`config.mk`:
```
export PLATFORM = sky130hd
export DESIGN_NAME = icache_fetch_ctrl_flat
export DESIGN_NICKNAME = d
export VERILOG_FILES = /design/src/rtl/icache_fetch_ctrl_if.sv /design/src/rtl/icache_fetch_ctrl.sv /design/src/flat_wrapper.sv
export SDC_FILE = /design/constraint.sdc
export NUM_CORES = 2
export LEC_CHECK = 0
export BUFFER_PORTS_ARGS = -buffer_cell sky130_fd_sc_hd__buf_2
export CORE_MARGIN = 5
export CORE_UTILIZATION = 65
export CTS_BUF_LIST = sky130_fd_sc_hd__clkbuf_2 sky130_fd_sc_hd__clkbuf_4 sky130_fd_sc_hd__clkbuf_8
export CTS_CLUSTER_DIAMETER = 50
export DETAILED_ROUTE_END_ITERATION = 8
export PLACE_DENSITY = 0.82
export SKIP_LAST_GASP = 1
export SLEW_MARGIN = 20
export SYNTH_ARGS = -nofsm -noshare
export SYNTH_HDL_FRONTEND = slang
export SYNTH_SLANG_ARGS = --single-unit
```
`constraint.sdc`:
```
create_clock -name CLK -period 7.6 [get_ports CLK]
set_input_delay 1.14 -clock CLK [delete_from_list [all_inputs] [get_ports CLK]]
set_output_delay 1.14 -clock CLK [all_outputs]
set_load 0.01 [all_outputs]
```
`src/rtl/icache_fetch_ctrl_if.sv`:
```
// Fetch-side and refill-side signal bundle of the instruction cache.
// The cache takes the slave modport; the fetch stage and memory model take master.
interface icache_fetch_ctrl_if #(
  parameter int ADDR_W = 32
);
  logic [ADDR_W-1:0] pc_addr;
  logic              pc_rd;
  logic              invalidate;
  logic [31:0]       instr;
  logic              mem_valid1;
  logic              mem_req;
  logic [ADDR_W-1:0] mem_addr;
  logic [31:0]       mem_rdata;
  logic              mem_rvalid;

  modport slave (
    input  pc_addr, pc_rd, invalidate, mem_rdata, mem_rvalid,
    output instr, mem_valid1, mem_req, mem_addr
  );

  modport master (
    output pc_addr, pc_rd, invalidate, mem_rdata, mem_rvalid,
    input  instr, mem_valid1, mem_req, mem_addr
  );
endinterface

```
`src/rtl/icache_fetch_ctrl.sv`:
```
// Direct-mapped read-only instruction cache with word-by-word line refill.
// Hits return in the same cycle; a miss stalls fetch until the whole line is filled.
//
//   state  | meaning
//   LOOKUP | tag compare on pc_addr; a miss latches the line base for refill
//   REFILL | request words of the latched line until the last beat arrives
module icache_fetch_ctrl #(
  parameter int LINES  = 16,
  parameter int WORDS  = 4,
  parameter int ADDR_W = 32
) (
  input  logic               CLK,
  input  logic               RST,
  icache_fetch_ctrl_if.slave bus
);
  localparam int OFF_W    = $clog2(WORDS);
  localparam int IDX_W    = $clog2(LINES);
  localparam int LINE_LSB = OFF_W + 2;
  localparam int TAG_LSB  = LINE_LSB + IDX_W;
  localparam int TAG_W    = ADDR_W - TAG_LSB;
  localparam logic [31:0] NOP = 32'h0000_0013;

  typedef enum logic {
    LOOKUP = 1'b0,
    REFILL = 1'b1
  } state_t;

  state_t            state_q, state_d;
  logic [ADDR_W-1:0] fill_base_q, fill_base_d;
  logic [OFF_W-1:0]  fill_cnt_q, fill_cnt_d;
  logic [LINES-1:0]  valid_q, valid_d;
  logic [31:0]       data_q [LINES][WORDS];
  logic [TAG_W-1:0]  tag_q  [LINES];

  logic [OFF_W-1:0]  word_off;
  logic [IDX_W-1:0]  idx;
  logic [TAG_W-1:0]  tag;
  logic [IDX_W-1:0]  fill_idx;
  logic [TAG_W-1:0]  fill_tag;
  logic              hit;
  logic              fill_we;
  logic              fill_done;
  logic              unused_bits;

  assign word_off    = bus.pc_addr[LINE_LSB-1:2];
  assign idx         = bus.pc_addr[TAG_LSB-1:LINE_LSB];
  assign tag         = bus.pc_addr[ADDR_W-1:TAG_LSB];
  assign fill_idx    = fill_base_q[TAG_LSB-1:LINE_LSB];
  assign fill_tag    = fill_base_q[ADDR_W-1:TAG_LSB];
  assign unused_bits = ^bus.pc_addr[1:0];

  assign hit = (state_q == LOOKUP) && bus.pc_rd && valid_q[idx] && (tag_q[idx] == tag);

  assign bus.mem_valid1 = !RST && (state_q == LOOKUP) && (hit || !bus.pc_rd);
  assign bus.instr      = hit ? data_q[idx][word_off] : NOP;
  assign bus.mem_req    = !RST && (state_q == REFILL);
  // fill_base is line-aligned, so the word offset never carries out of the line
  assign bus.mem_addr   = bus.mem_req ? (fill_base_q + ADDR_W'({fill_cnt_q, 2'b00})) : '0;

  always_ff @(posedge CLK or posedge RST) begin
    if (RST) begin
      state_q     <= LOOKUP;
      fill_base_q <= '0;
      fill_cnt_q  <= '0;
      valid_q     <= '0;
    end else begin
      state_q     <= state_d;
      fill_base_q <= fill_base_d;
      fill_cnt_q  <= fill_cnt_d;
      valid_q     <= valid_d;
    end
  end

  always_comb begin
    state_d     = state_q;
    fill_base_d = fill_base_q;
    fill_cnt_d  = fill_cnt_q;
    fill_we     = 1'b0;
    fill_done   = 1'b0;
    case (state_q)
      LOOKUP: begin
        if (bus.pc_rd && !hit) begin
          state_d     = REFILL;
          fill_base_d = {bus.pc_addr[ADDR_W-1:LINE_LSB], {LINE_LSB{1'b0}}};
          fill_cnt_d  = '0;
        end
      end
      REFILL: begin
        if (bus.mem_rvalid) begin
          fill_we = 1'b1;
          if (fill_cnt_q == OFF_W'(WORDS - 1)) begin
            fill_done  = 1'b1;
            fill_cnt_d = '0;
            state_d    = LOOKUP;
          end else begin
            fill_cnt_d = fill_cnt_q + 1'b1;
          end
        end
      end
      default: state_d = LOOKUP;
    endcase
  end

  // The completing line is set after the flush so it survives a same-edge invalidate.
  always_comb begin
    valid_d = bus.invalidate ? '0 : valid_q;
    if (fill_done) valid_d[fill_idx] = 1'b1;
  end

  always_ff @(posedge CLK) begin
    if (fill_we) data_q[fill_idx][fill_cnt_q] <= bus.mem_rdata;
    if (fill_done) tag_q[fill_idx] <= fill_tag;
  end
endmodule

```
`src/flat_wrapper.sv`:
```
// flat-port wrapper written by rule: the top's interface ports become plain ports
module icache_fetch_ctrl_flat 
#(
  parameter int LINES  = 16,
  parameter int WORDS  = 4,
  parameter int ADDR_W = 32
)
  (CLK, RST, bus_pc_addr, bus_pc_rd, bus_invalidate, bus_mem_rdata, bus_mem_rvalid, bus_instr, bus_mem_valid1, bus_mem_req, bus_mem_addr);
  icache_fetch_ctrl_if #(.ADDR_W(ADDR_W)) bus_i ();
  input  logic CLK;
  input  logic RST;
  input wire logic [$bits(bus_i.pc_addr)-1:0] bus_pc_addr;
  input wire logic [$bits(bus_i.pc_rd)-1:0] bus_pc_rd;
  input wire logic [$bits(bus_i.invalidate)-1:0] bus_invalidate;
  input wire logic [$bits(bus_i.mem_rdata)-1:0] bus_mem_rdata;
  input wire logic [$bits(bus_i.mem_rvalid)-1:0] bus_mem_rvalid;
  output wire logic [$bits(bus_i.instr)-1:0] bus_instr;
  output wire logic [$bits(bus_i.mem_valid1)-1:0] bus_mem_valid1;
  output wire logic [$bits(bus_i.mem_req)-1:0] bus_mem_req;
  output wire logic [$bits(bus_i.mem_addr)-1:0] bus_mem_addr;
  assign bus_i.pc_addr = bus_pc_addr;
  assign bus_i.pc_rd = bus_pc_rd;
  assign bus_i.invalidate = bus_invalidate;
  assign bus_i.mem_rdata = bus_mem_rdata;
  assign bus_i.mem_rvalid = bus_mem_rvalid;
  assign bus_instr = bus_i.instr;
  assign bus_mem_valid1 = bus_i.mem_valid1;
  assign bus_mem_req = bus_i.mem_req;
  assign bus_mem_addr = bus_i.mem_addr;
  icache_fetch_ctrl #(.LINES(LINES), .WORDS(WORDS), .ADDR_W(ADDR_W)) u_core (.CLK(CLK), .RST(RST), .bus(bus_i));
endmodule
```
==> run summary <==
• count of unique library cells instantiated by Yosys: 63
• root buffer cell: clkbuf_8
• first-pass detailed-route iteration total: 6
• DIE AREA: 155000 um^2
• Total Negative Setup Slacks: 0 ns
• number of enable flip-flop cells after synthesis: 2432
• capturing element type of the critical path: output pin
• total routing usage reported by global routing: 33.2%
• run status: finished clean
• clock network power share: 36.5%
• HPWL after detailed placement: 132 mm
• Worst Max-Slew Pin Slew: 1.16 ns
• CTS clock-pin slew for the worst setup and hold paths: 0.06 ns
• total power after layout: 29500 uW
• clock tree from TritonCTS: yes
• leakage component of the power: 0.0337 uW
• number of warnings issued by yosys: 0
• number of nets in the finished design: 4463
• most frequent cells in the layout: 2432 x edfxtp_1, 738 x mux4_2, 403 x clkbuf_8
• cell count after synthesis: 3968
• maximum number of pins on one net before global-route repair: 147
• Routed wire per std cell: 40.3 um
• fraction of registers with async set/reset: 1.90%
• y dimension of the die: 394 um
• Mapped Area: 95700 um^2
• number of antenna violations at the first check in global routing: 21
• achievable frequency: 149 MHz
• I/O pins: 135
• Final GP Congestion: 0.784
• final setup violating endpoints: 0
• num rows: 140
• area of combinational cells with multiple inputs: 20900 um^2
• per-instance average area after synthesis: 24.1 um^2
• Cell Count, Final, Fillers Out: 6601
• path type of the worst min-delay path: primary input to flip-flop
• final period demand of the worst path: 6.72 ns
• share of synthesized area occupied by flip-flops and latches: 77.5%
• Final Max Slew Viols: 0
• die boundary width: 394 um
• most common cell after layout, fill and taps aside: edfxtp_1
• wire length of the first global-routing pass: 361 mm
• startpoint type of the worst setup path: primary input
• per-cell via count in the routed design: 7.45
• filler cell count in the final layout: 7396
• Layout Area Growth over Synthesis: 11.4%
• detailed-route via count: 49177
• most common flop cell mapped by yosys: edfxtp_1
• crit-path max FO: 59
• number of post-CTS setup repair buffers: 0
• clock latency on the worst-skew pair: 1.06 ns
• portion of total power attributed to sequential cells: 55.3%
• CTS Buf Count: 386
• critical path type: primary input to output pin
• residual DRC count: 0
• worst clock skew on the final layout: 0.0841 ns
• Seq cells post-synth: 2479
• logic gate share of total power: 8.1%
• count of buffers from port buffering: 130
• CP arrival: 5.58 ns
• number of endpoints with negative hold slack in the final report: 0
• final design area excluding fillers: 107000 um^2
• starting density of the core: 65.5%
• Int Power: 22300 uW
• floorplan core area: 146000 um^2
• Post-DRT Antenna Nets: 0
• maximum ir drop on the vdd rail: 0.237 mV
• CTS H-tree lvls: 5
• CTS max path bufs: 4
• max-cap violation count: 0
• fraction of final layout cells with drive strength greater than 1: 36.3%
• vias in the first global route: 49370
• count of placed standard cells including taps: 5913
• period utilization: 88.4%
• initial drt markers: 8144
• Switch Pwr: 7150 uW
• setup repair after global routing missed its margin: false
• final WL: 266 mm
• Crit path required time: 6.46 ns
• normalized max-slew margin: 22.9%
• # clock sinks: 2479
• Power per Cell Area: 277 nW/um^2
• sw frac: 24.2%
• area post-placement: 99300 um^2
• GR Overflow Total: 0
• Storage cell area: 74200 um^2
==> area by class of cell <==
| type | instances | area share, % |
|---|---|---|
| Clock buffer | 520 | 6.02 |
| Inverter | 24 | 0.0915 |
| Timing Repair Buffer | 250 | 1.70 |
| Multi-Input combinational cell | 1249 | 19.6 |
| Antenna cell | 11 | 0.0258 |
| Sequential cell | 2479 | 69.6 |
| Clock inverter | 151 | 0.743 |
| Tap cell | 1917 | 2.25 |
==> cells in the mapped netlist (all sizes together) (4+ instances only) <==
| library cell | n | area (um^2) |
|---|---|---|
| mux2 | 42 | 578 |
| nand2b | 7 | 43.8 |
| mux2i | 62 | 621 |
| nand2 | 45 | 169 |
| clkbuf | 55 | 206 |
| a21oi | 7 | 35.0 |
| ha | 4 | 50.1 |
| o21ai | 7 | 35.0 |
| inv | 24 | 90.1 |
| mux4 | 738 | 16600 |
| a22oi | 7 | 52.6 |
| dfrtp | 47 | 1180 |
| or2 | 4 | 25.0 |
| nor3 | 4 | 20.0 |
| a211oi | 24 | 185 |
| a311oi | 10 | 105 |
| o22ai | 26 | 163 |
| and2 | 35 | 219 |
| xnor2 | 18 | 158 |
| edfxtp | 2432 | 73000 |
| buf | 162 | 972 |
| nor2 | 95 | 357 |
| xor2 | 12 | 105 |
| nor2b | 37 | 231 |
| nand3 | 18 | 90.1 |
==> state kept, by name, indices dropped and copies added (netlist names) <==
| register | count |
|---|---|
| u_core.fill_base_q | 28 |
| u_core.fill_cnt_q | 2 |
| u_core.tag_q | 384 |
| u_core.state_q | 1 |
| u_core.valid_q | 16 |
| u_core.data_q | 2048 |
==> metrics by stage <==
step                util [%]  hold WS (ns)  setup WS [ns]
finish                  73.0         0.331          0.885
detailed placement      67.9         0.532          0.914
floorplan                  -         0.513           2.44
global route            73.0         0.288          0.774
CTS                     72.9         0.257          0.909
global placement        67.9         0.528          0.946
==> critical path: stages <==
cell	delay, ns
buf_8	0.41
buf_4	0.47
mux2i_1	0.37
nand2_1	0.11
a311o_1	0.41
a211oi_1	0.25
o21ai_1	0.13
a2111oi_4	0.51
nand3_2	0.59
buf_4	0.42
a311oi_1	0.41
buf_2	0.23
==> repair_timing <==
action                    CTS  global route
resized for setup           0             0
hold endpoints to repair    9             0
hold buffers                1             0
==> path summary, 6_finish.rpt <==
kind                                               end               from  slack, ns  depth (start not counted)
worst min-delay path            u_core.fill_base_q[29]    bus_pc_addr[29]       0.33                          2
worst max register to register   u_core.data_q[10][68]     u_core.state_q       3.86                          3
min in group asynchronous       u_core.fill_base_q[19]                RST       0.59                          3
max in group asynchronous       u_core.fill_base_q[21]                RST       6.16                          4
worst min register to register       u_core.valid_q[4]  u_core.valid_q[4]       0.56                          2
worst max-delay path                     bus_instr[17]     bus_pc_addr[5]       0.88                         12
==> power groups by stage <==
stage	sequential (uW)	clock, uW	combinational (uW)
2_1_floorplan	16400	0	1370
3_3_place_gp	16500	0	2250
3_5_place_dp	16600	0	2330
4_1_cts	16300	10700	2350
5_1_grt	16400	11500	2480
6_report	16300	10800	2400
==> logic make-up (layout without fill, tap and decap cells) <==
| group | after synthesis | count (layout) | synth area share, % |
|---|---|---|---|
| DFF | 2479 | 2479 | 77.5 |
| adders and majority gates | 4 | 4 | 0.0523 |
| AOI/OAI and AO/OA | 106 | 106 | 0.842 |
| muxes | 842 | 842 | 18.6 |
| and+or+nand+nor | 265 | 265 | 1.38 |
| xor gates and xnor gates | 30 | 30 | 0.274 |
| buffers and inverters | 241 | 945 | 1.33 |
| other | 1 | 13 | 0.00392 |
==> layer usage <==
layer,up-vias,part of all wire [%],GRT usage (%)
met3,1104,14,8.76
li1,17936,-,-
met1,25091,31,44.2
met4,14,6.7,16.5
met5,-,0.033,0
met2,5032,48,52.2
Power figures use the tool's default switching activity.
